===== config.mk =====
export PLATFORM = sky130hd
export DESIGN_NAME = ram_bus_arbiter
export DESIGN_NICKNAME = d
export VERILOG_FILES = /design/src/rtl/ram_bus_arbiter.sv
export SDC_FILE = /design/constraint.sdc
export NUM_CORES = 1
export LEC_CHECK = 0
export CORE_MARGIN = 5
export CORE_UTILIZATION = 44
export CTS_CLUSTER_DIAMETER = 150
export DETAILED_ROUTE_END_ITERATION = 10
export GPL_TIMING_DRIVEN = 0
export PLACE_DENSITY = 0.86
export SETUP_SLACK_MARGIN = 0.2
export SYNTH_ARGS = -nofsm -noshare
export SYNTH_HDL_FRONTEND = slang
export SYNTH_SLANG_ARGS = --single-unit

===== constraint.sdc =====
create_clock -name clk -period 2.9 [get_ports clk]
set_input_delay 0.29 -clock clk [delete_from_list [all_inputs] [get_ports clk]]
set_output_delay 0.29 -clock clk [all_outputs]
set_load 0.02 [all_outputs]

===== src/rtl/ram_bus_arbiter.sv =====
// Round-robin arbiter that lets NUM_REQ requesters share one RAM bus.
// Each transaction takes three cycles: IDLE (arbitrate and latch),
// ACCESS (one bus strobe) and DONE (ack pulse, rotate priority).
module ram_bus_arbiter #(
  parameter int NUM_REQ = 4,
  parameter int ADDR_W  = 8,
  parameter int DATA_W  = 8
) (
  input  logic                      clk,
  input  logic                      rst_n,
  input  logic [NUM_REQ-1:0]        req,
  input  logic [NUM_REQ-1:0]        req_rwn,
  input  logic [NUM_REQ*ADDR_W-1:0] req_addr,
  input  logic [NUM_REQ*DATA_W-1:0] req_wdata,
  output logic [NUM_REQ-1:0]        gnt,
  output logic [NUM_REQ-1:0]        ack,
  output logic [DATA_W-1:0]         rdata,
  output logic                      busy,
  output logic [ADDR_W-1:0]         bus_addr,
  output logic [DATA_W-1:0]         bus_wdata,
  output logic                      bus_rwn,
  output logic                      bus_valid,
  input  logic [DATA_W-1:0]         bus_rdata
);

  localparam int IDX_W = (NUM_REQ > 1) ? $clog2(NUM_REQ) : 1;

  typedef enum logic [1:0] {
    IDLE   = 2'd0,
    ACCESS = 2'd1,
    DONE   = 2'd2
  } state_t;

  state_t           state;
  state_t           state_nxt;
  logic [IDX_W-1:0] last_winner;
  logic [IDX_W-1:0] winner;
  logic [IDX_W-1:0] pick;

  // First set request bit searching upward from last+1, wrapping around.
  function automatic logic [IDX_W-1:0] rr_pick(input logic [NUM_REQ-1:0] r,
                                               input logic [IDX_W-1:0]   last);
    logic [IDX_W-1:0] p;
    logic             found;
    int               idx;
    p     = last;
    found = 1'b0;
    for (int k = 1; k <= NUM_REQ; k++) begin
      idx = (int'(last) + k) % NUM_REQ;
      if (!found && r[IDX_W'(idx)]) begin
        found = 1'b1;
        p     = IDX_W'(idx);
      end
    end
    return p;
  endfunction

  function automatic logic [NUM_REQ-1:0] onehot(input logic [IDX_W-1:0] idx);
    logic [NUM_REQ-1:0] v;
    v      = '0;
    v[idx] = 1'b1;
    return v;
  endfunction

  // State register.
  always_ff @(posedge clk) begin
    if (!rst_n) begin
      state <= IDLE;
    end else begin
      state <= state_nxt;
    end
  end

  // Next-state logic: only IDLE waits; the other two states always advance.
  always_comb begin
    state_nxt = state;
    case (state)
      IDLE:    if (|req) state_nxt = ACCESS;
      ACCESS:  state_nxt = DONE;
      DONE:    state_nxt = IDLE;
      default: state_nxt = IDLE;
    endcase
  end

  // Arbitration result for the current IDLE cycle.
  always_comb begin
    pick = rr_pick(req, last_winner);
  end

  assign busy = (state != IDLE);

  // Registered bus and handshake outputs. The winner's request is captured
  // on leaving IDLE so later changes on its inputs cannot disturb the access.
  always_ff @(posedge clk) begin
    if (!rst_n) begin
      winner      <= '0;
      last_winner <= IDX_W'(NUM_REQ - 1);
      gnt         <= '0;
      ack         <= '0;
      bus_valid   <= 1'b0;
      bus_rwn     <= 1'b1;
      bus_addr    <= '0;
      bus_wdata   <= '0;
      rdata       <= '0;
    end else begin
      case (state)
        IDLE: begin
          if (|req) begin
            winner    <= pick;
            gnt       <= onehot(pick);
            bus_valid <= 1'b1;
            bus_rwn   <= req_rwn[pick];
            bus_addr  <= req_addr[int'(pick)*ADDR_W +: ADDR_W];
            bus_wdata <= req_wdata[int'(pick)*DATA_W +: DATA_W];
          end
        end
        ACCESS: begin
          bus_valid <= 1'b0;
          bus_rwn   <= 1'b1;
          ack       <= onehot(winner);
          if (bus_rwn) begin
            rdata <= bus_rdata;
          end
        end
        DONE: begin
          ack         <= '0;
          gnt         <= '0;
          last_winner <= winner;
        end
        default: begin
        end
      endcase
    end
  end

endmodule


==> impl_results.md, run 1 <==
* Status: finished, final reports clean
* Largest net degree at the start of global routing at 13
* Post-synth ARST share at 0
* Reg2Reg Setup Slack at 990 ps
* Top cell type by total area after synthesis: dfxtp_1
* Antenna violations before repair at 0
* Register bit count reported by yosys at 40
* Synth Area in Simple Gates at 0.185
* Crit path to: bus_addr[4]
* Post-Synth Adder-Cell Area at 0.0203
* Final core occ at 0.693
* Worst min path class: flop to flop
* Endpoints failing setup at 0
* CP Max Fanout at 10
* DIE HEIGHT at 84.8 um
* Pins Over Slew Limit at 0
* # hold bufs at CTS at 0
* Worst-path clk slew at 80 ps
* Slowest CP cell: clkdlybuf4s50_1
* Unrepaired setup endpoints after global routing: no
* CTS tree: built
* DRC viols at 0
* Syn Inst Count at 283
* Tcrit/Tclk final at 0.704
* Starting density of the core at 0.449
* Clock Latency Late Sink at 290 ps
* CTS buffer count at 5
* Setup crit start: req[3]
* IO Port Bufs at 116
* Clock Skew at 10.1 ps
* Total chip power at 1680 uW
* RR Endpoint: bus_addr[4]
* Multiplexer area fraction after synthesis at 0.0163
* Main flop type after synthesis: dfxtp_1
* Cts repair resizes at 0
* Area Overhead vs Synth at 54.2%
* Yosys cell types at 48
* Top-area cell type share of the netlist area at 0.326
* Final Hold Vio Count at 0
* Synth warn at 0
* EDFF count, synth at 0
* First-pass GRT wire length at 12800 um
* Crit start category: input pin
* Final ANT Viol Nets at 0
* Most frequent cells after synthesis: 40 x dfxtp_1, 22 x a21oi_1, 22 x o21ai_0
* Critical path arrival at 2270 ps
* Drt pass-1 iters at 4
* Routability Congestion at 0.865
* Period minus WS final at 2040 ps
* Synth Area in Compound Gates at 0.389
* LEAKAGE at 0.00140 uW
* Cell with the most instances after synthesis: dfxtp_1
* Sequential share of the synthesized area at 0.326
* Crit path required time at 3130 ps
* Vias in the first global route at 2662
* Mapped Area at 2460 um2
* GRT Overall Usage at 0.217
* Cell area after layout at 3790 um2
* Crit. End Element: flop
* Routed WL per cell at 16.8 um
* Post-CTS setup buffers at 0
* Max-cap violations at 0
* Avg Synthesized Cell Area at 8.69 um2
* XOR/XNOR share of the synthesized area at 0
* Slowest stage delay, CP at 430 ps
* Global route overflow at 0
* Horiz. Die Dim at 84.8 um
* RR Startpoint: last_winner[0]
* Vias at 2626
* Maximum VDD drop at 0.233 mV
* Clock buffer depth at 2
* Pwr dens at 443 nW/um2
* Root Driver: clkbuf_8
* Htree depth at 2
* Crit Path Class: input pin to flop
* N_diodes at 0
* CTS sink count at 40
* Via density per instance at 5.49
* Setup TNS at 0 ps
* DP Area at 3710 um2
* Final nets at 492
* Hold_ws at 464 ps
* Reg2Reg Depth at 6
* CP cell instances: clkdlybuf4s50_1, buf_4, nand2_1, a21o_1, buf_1, nand4_1, a21bo_2, a21oi_1
* Max frequency at 490 MHz
* I/O Pins at 117
* DR iter-0 viols at 132
* Largest family of logic cells by synthesized area: compound AO/OA/AOI/OAI gates
* Actual slew at the worst max-slew pin at 487 ps
* Worst rel slew slack at 0.673
* Die area at 7190 um2
* Post-DP HPWL at 6240 um
* Syn_nets at 369
* Core Area at 5470 um2
* Area contributors post-synth: dfxtp_1 33%, a221oi_2 6.1%, a21oi_1 4.5%, o21ai_0 4.5%, o31ai_1 4.3%
* Final wirelength at 8030 um
* Share of layout cells above drive strength 1 at 0.106
* Row Count at 27
-- worst max-delay path, delay by kind of cell --
kind	cells	cell delay [ps]
buffers and inverters	3	1010
AOI/OAI and AO/OA	3	590
and+or+nand+nor	2	380
-- cell usage in the layout, fill, tap and decap left out, drive strengths merged, types with 4 or more instances in the layout --
| cell | instances |
|---|---|
| a21bo | 15 |
| nand4 | 14 |
| a221oi | 16 |
| o31ai | 14 |
| a21oi | 24 |
| dfxtp | 40 |
| o21ai | 24 |
| nor2 | 7 |
| ha | 4 |
| nand2 | 20 |
| clkbuf | 17 |
| nand3 | 11 |
| mux2i | 4 |
| a21boi | 14 |
| nand2b | 4 |
| clkdlybuf4s50 | 116 |
| buf | 14 |
| inv | 5 |
| nor2b | 10 |
-- registers in the layout, summed over array words and instances (netlist names) --
name         count
bus_addr         8
bus_wdata        8
rdata            8
ack              4
gnt              4
last_winner      2
state            2
winner           2
bus_rwn          1
bus_valid        1
-- power breakdown --
part	internal, uW	leakage (uW)	switching, uW	total [uW]
Sequential	611	0.000329	34.8	646
Combinational	342	0.00103	331	673
Clock	163	0.0000400	198	361
Total	1120	0.00140	564	1680
-- per-stage QoR --
step | worst slack (ps) | std cells
6_report | 858 | 478
5_1_grt | 723 | 478
4_1_cts | 875 | 478
2_1_floorplan | 1260 | 283
3_3_place_gp | 604 | 471
3_5_place_dp | 575 | 471
-- per-layer routing --
| metal | wire, um | global-route usage |
|---|---|---|
| met1 | 3150 | 0.248 |
| met2 | 4060 | 0.392 |
| met3 | 685 | 0.0677 |
| met4 | 133 | 0.0532 |
| met5 | 0 | 0 |
-- worst min path at each step --
stage                  from  endpoint  slack, ps  depth (start not counted)
2_1_floorplan  bus_rdata[0]  rdata[0]        450                          2
3_3_place_gp       rdata[5]  rdata[5]        450                          2
3_5_place_dp       rdata[2]  rdata[2]        460                          2
4_1_cts            rdata[2]  rdata[2]        470                          2
5_1_grt            rdata[3]  rdata[3]        490                          2
6_report           rdata[3]  rdata[3]        460                          2
-- cell families (layout without fill, tap and decap cells) --
| kind of cell | count (synthesis) | count (layout) |
|---|---|---|
| AO/OA/AOI/OAI | 123 | 123 |
| AND/OR/NAND/NOR | 81 | 81 |
| flip-flops | 40 | 40 |
| buffers and inverters | 31 | 154 |
| adder cells (fa/ha/maj) | 4 | 4 |
| multiplexers | 4 | 4 |
-- area by class of cell --
class | count | area [um2]
multi-input cells | 212 | 1500
fillers | 459 | 1680
flip-flops and latches | 40 | 801
plain buffers | 26 | 139
clock buffers | 5 | 68.8
repair buffers | 116 | 1160
clock inverters | 2 | 12.5
well taps | 72 | 90.1
inverters | 5 | 18.8
No activity file was read; power rests on OpenSTA's default activity.
==> run 2, diff against run 1 <==
Settings changed: CORE_UTILIZATION 44 to 41, PLACE_DENSITY 0.86 to 0.81.
Clock period 2.9 ns to 2 ns, I/O delays scaled along.
==> impl_results.md, run 2 (same netlist as run 1, synthesis figures left out) <==
* Status: finished, final reports clean
* Post-route insts no fill at 487 (+1.9%)
* Final wirelength at 8430 um (+5.0%)
* Antenna violations before repair at 0 (unchanged)
* Clock buffer depth at 2 (unchanged)
* Fill count at 470 (+2.4%)
* Cell area after layout at 3990 um2 (+5.2%)
* Die area at 7650 um2 (+6.4%)
* Tcrit/Tclk final at 0.855
* Worst-path clk slew at 90 ps (about the same)
* Routability Congestion at 0.902 (+4.3%)
* Combinational share of power at 0.405 (+0.004)
* N_diodes at 0 (unchanged)
* # hold bufs at CTS at 0 (unchanged)
* Starting density of the core at 0.418 (-0.0315)
* Core Area at 5890 um2 (+7.5%)
* LEAKAGE at 0.00149 uW (+6.3%)
* Horiz. Die Dim at 87.5 um (+3.2%)
* Pins Over Slew Limit at 0 (unchanged)
* Global route overflow at 0 (unchanged)
* GRT Overall Usage at 0.217 (about the same)
* IO Port Bufs at 116 (unchanged)
* Most frequent cell on the critical path: buf_6
* Pwr dens at 642 nW/um2 (+45%)
* Largest net degree at the start of global routing at 14 (+1)
* Period minus WS final at 1710 ps
* Crit Path Class: flop to flop
* Inst Count DP at 474 (+0.64%)
* Final Hold Vio Count at 0 (unchanged)
* Endpoints failing setup at 0 (unchanged)
* Drt pass-1 iters at 4 (unchanged)
* First-pass GRT wire length at 13100 um (+2.3%)
* CTS buffer count at 5 (unchanged)
* I/O Pins at 117 (unchanged)
* DR iter-0 viols at 190 (+44%)
* Htree depth at 2 (unchanged)
* Sw Share at 0.337 (+0.00180)
* Root Driver: clkbuf_8
* Internal Power at 1700 uW (+52%)
* Worst rel slew slack at 0.675 (+0.00160)
* CP Max Fanout at 10 (unchanged)
* Most common cell after layout, fill and taps aside: clkdlybuf4s50_1
* CP cell instances: or3_4, a21boi_2, and2_1, buf_6, buf_6, a21bo_2, a21oi_1
* DIE HEIGHT at 87.5 um (+3.2%)
* Row Count at 28 (+3.7%)
* P_sw at 865 uW (+53%)
* DP Area at 3710 um2 (+0.10%)
* Routed WL per cell at 17.3 um (+3.0%)
* Max-cap violations at 0 (unchanged)
* CTS tree: built
* Final ANT Viol Nets at 0 (unchanged)
* Vias at 2695 (+2.6%)
* CTS sink count at 40 (unchanged)
* Unrepaired setup endpoints after global routing: no
* Maximum VDD drop at 0.315 mV (+35%)
* Worst min path class: input pin to flop
* Crit. End Element: flop
* Largest registers: bus_addr (8), bus_wdata (8), rdata (8)
* Share of layout cells above drive strength 1 at 0.163 (+0.0567)
* Actual slew at the worst max-slew pin at 488 ps (+0.251 ps)
* Slowest stage delay, CP at 400 ps (-30 ps)
* DRC viols at 0 (unchanged)
* Via density per instance at 5.53 (+0.73%)
* Post-DP HPWL at 6320 um (+1.3%)
* Clock Latency Late Sink at 300 ps (about the same)
* Clock Skew at 7.86 ps (-2.25 ps)
* Hold_ws at 463 ps (-0.395 ps)
* Flop pwr share at 0.367 (-0.018)
* Vias in the first global route at 2734 (+2.7%)
* Setup TNS at 0 ps (unchanged)
* Max frequency at 585 MHz
* Slowest CP cell: or3_4
* Critical path arrival at 1900 ps (-370 ps)
* Crit start category: flop
* Clock share of power at 0.229 (+0.014)
* Final nets at 497 (+1.0%)
* Crit path required time at 2190 ps (-940 ps)
* Area Overhead vs Synth at 62.3%
* Most frequent cells in the layout: 111 x clkdlybuf4s50_1, 38 x dfxtp_1, 22 x o21ai_0
==> run 2: cell count changes in the layout (fill, tap and decap cells not counted), sizes merged <==
cell,before,now
clkinv,1,0
clkinvlp,1,2
dlygate4sd2,0,3
buf,14,17
dlymetal6s2s,0,2
clkbuf,17,20
clkdlybuf4s50,116,111
==> run 2: what timing repair did <==
item | in CTS | in global routing
buffers inserted | 0 | 5
endpoints found under the setup margin | 13 | 21
hold endpoints to repair | 0 | 0
resized for setup | 11 | 41
pin swaps | 1 | 7
==> run 2: worst paths after layout <==
| path | startpoint | end | slack [ps] | cells after the start |
|---|---|---|---|---|
| setup / recovery | last_winner[1] | bus_addr[4] | 290 | 7 |
| hold / removal | bus_rdata[6] | rdata[6] | 460 | 3 |
| setup reg to reg | last_winner[1] | bus_addr[4] | 290 | 7 |
| hold reg to reg | rdata[6] | rdata[6] | 470 | 2 |
==> run 2: power groups by stage <==
stage	clock network, uW	logic, uW	registers (uW)
2_1_floorplan	0	435	1050
3_3_place_gp	0	964	951
3_5_place_dp	0	983	956
4_1_cts	593	990	938
5_1_grt	635	1110	951
6_report	586	1040	941
==> run 2: per-stage QoR <==
stage | utilization | power, uW | setup WS (ps)
floorplan | - | 1480 | 364
global placement | 0.631 | 1920 | -225
detailed placement | 0.631 | 1940 | -289
CTS | 0.652 | 2520 | 157
global route | 0.678 | 2700 | 208
finish | 0.678 | 2560 | 289
==> run 2: cell type report <==
type                    instances  area [um2]  share of cell area
repair buffers                121        1200               0.301
inverters                       5        18.8             0.00470
multi-input cells             212        1580               0.395
plain buffers                  26         200              0.0502
well taps                      75        93.8              0.0235
clock inverters                 2        15.0             0.00376
clock buffers                   6        82.6              0.0207
flip-flops and latches         40         803               0.201
==> run 2: worst max-delay path: cells and delay by family (launching register included) <==
family / cells / cell delay (ps)
DFF: 1 / 330
AOI/OAI and AO/OA: 3 / 430
and+or+nand+nor: 2 / 560
buffers and inverters: 2 / 280
==> run 2: metal layers <==
metal / part of all wire / global-route usage / vias to the layer above
met5: 0 / 0 / -
met4: 0.0095 / 0.0474 / 0
met3: 0.071 / 0.0662 / 9
met2: 0.50 / 0.379 / 82
met1: 0.42 / 0.261 / 1283
li1: - / - / 1321
==> run 3, diff against run 2 <==
Settings changed: CELL_PAD_IN_SITES_DETAIL_PLACEMENT set to 1, CELL_PAD_IN_SITES_GLOBAL_PLACEMENT set to 1, CORE_UTILIZATION 41 to 29.
==> impl_results.md, run 3 (same netlist as run 1, synthesis figures left out) <==
* CTS buffer count at 5 (unchanged)
* Die area at 10400 um2 (+36%)
* Critical path arrival at 1930 ps (+30 ps)
* Antenna violations before repair at 0 (unchanged)
* Inst Count DP at 504 (+6.3%)
* Worst-path clk slew at 90 ps (about the same)
* Final ANT Viol Nets at 0 (unchanged)
* Maximum VDD drop at 0.288 mV (-8.7%)
* Tcrit/Tclk final at 0.877 (+0.0211)
* Worst min path class: flop to flop
* Pins Over Slew Limit at 0 (unchanged)
* Unrepaired setup endpoints after global routing: no
* Vias at 2776 (+3.0%)
* Root Driver: clkbuf_8
* Starting density of the core at 0.298 (-0.120)
* Via density per instance at 5.34 (-3.5%)
* Crit Path Class: flop to flop
* Most common cell after layout, fill and taps aside: clkdlybuf4s50_1
* Area Overhead vs Synth at 68.2%
* Final Hold Vio Count at 0 (unchanged)
* Row Count at 33 (+18%)
* Actual slew at the worst max-slew pin at 485 ps (-2.17 ps)
* Post-route insts no fill at 520 (+6.8%)
* LEAKAGE at 0.00153 uW (+2.7%)
* Worst rel slew slack at 0.676 (+0.00145)
* Routability Congestion at 0.793 (-12%)
* Global route overflow at 0 (unchanged)
* Endpoints failing setup at 0 (unchanged)
* CTS tree: built
* Core Area at 8260 um2 (+40%)
* # hold bufs at CTS at 0 (unchanged)
* DRC viols at 0 (unchanged)
* N_diodes at 0 (unchanged)
* Clock Skew at 5.67 ps (-2.19 ps)
* Crit path required time at 2170 ps (-20 ps)
* CTS sink count at 40 (unchanged)
* Post-DP HPWL at 7280 um (+15%)
* DR iter-0 viols at 80 (-58%)
* Final wirelength at 9680 um (+15%)
* Largest registers: bus_addr (8), bus_wdata (8), rdata (8)
* Drt pass-1 iters at 4 (unchanged)
* DP Worst Slack at -290 ps (-1.45 ps)
* Horiz. Die Dim at 102 um (+17%)
* Max-cap violations at 0 (unchanged)
* Vias in the first global route at 2936 (+7.4%)
* Crit start category: flop
* Final worst slack at 247 ps (-42.2 ps)
* First-pass GRT wire length at 14800 um (+13%)
* Htree depth at 2 (unchanged)
* Crit. End Element: flop
* Max frequency at 570 MHz (-2.4%)
* Period minus WS final at 1750 ps (+42.2 ps)
* Share of layout cells above drive strength 1 at 0.178 (+0.0157)
* Clock Latency Late Sink at 290 ps (about the same)
* Largest net degree at the start of global routing at 14 (unchanged)
* DIE HEIGHT at 102 um (+17%)
* Hold_ws at 467 ps (+3.78 ps)
* IO Port Bufs at 116 (unchanged)
* I/O Pins at 117 (unchanged)
* Pwr dens at 666 nW/um2 (+3.7%)
* Status: finished, final reports clean
* Fill count at 949 (+100%)
* Routed WL per cell at 18.6 um (+7.6%)
* Setup TNS at 0 ps (unchanged)
* GRT Overall Usage at 0.179 (-0.0385)
* CP Max Fanout at 10 (unchanged)
* Final nets at 500 (+0.60%)
* Final core occ at 0.501 (-0.177)
* Clock buffer depth at 2 (unchanged)
* Most frequent cells in the layout: 111 x clkdlybuf4s50_1, 38 x dfxtp_1, 22 x o21ai_0
## run 3: cell count changes in the layout (fill, tap and decap cells not counted), moves of 2 or more
cell	change
a21oi_1	-2
clkinvlp_4	-2
a221oi_4	+4
a21oi_2	+3
buf_4	+3
a221oi_2	-3
## run 3: path summary, 6_finish.rpt
check	start	to	slack, ps	cells after the start
max	last_winner[1]	bus_addr[4]	250	7
min	rdata[0]	rdata[0]	470	2
max reg2reg	last_winner[1]	bus_addr[4]	250	7
min reg2reg	rdata[0]	rdata[0]	470	2
## run 3: layout make-up
| class | instances | area [um2] | share of cell area |
|---|---|---|---|
| plain buffers | 26 | 195 | 0.0472 |
| clock buffers | 6 | 82.6 | 0.0200 |
| clock inverters | 2 | 38.8 | 0.00938 |
| inverters | 5 | 18.8 | 0.00454 |
| multi-input cells | 212 | 1640 | 0.397 |
| flip-flops and latches | 40 | 803 | 0.194 |
| well taps | 105 | 131 | 0.0318 |
| repair buffers | 124 | 1220 | 0.296 |
## run 3: critical path: stages, from the launching register on
cell and delay (ps):
dfxtp_2 340, or3_4 400, a21boi_2 180, and2_1 150, buf_4 170, buf_6 140, a21bo_2 190, a21oi_1 70
## run 3: where the power goes
group	switching (uW)	internal, uW	leakage [uW]	total, uW
logic	541	553	0.00114	1090
registers	55.0	887	0.000329	942
clock network	311	409	0.0000614	720
total	907	1850	0.00153	2760
## run 3: routing by layer
metal	vias up	track usage	wire length [um]
met2	89	0.327	5070
met5	-	0	0
met3	13	0.0464	643
met4	0	0.0505	154
li1	1332	-	-
met1	1342	0.205	3820
## run 3: timing repair
action,4_1_cts,5_1_grt
setup endpoints to repair,19,24
pin swaps,3,6
gates cloned,0,0
setup buffers,3,5
resized for setup,16,40
## run 3: stage by stage
stage / power [uW] / instance area (um2)
global route: 2900 / 4140
CTS: 2700 / 3930
detailed placement: 1960 / 3750
finish: 2760 / 4140
global placement: 1930 / 3750
floorplan: 1480 / 2460
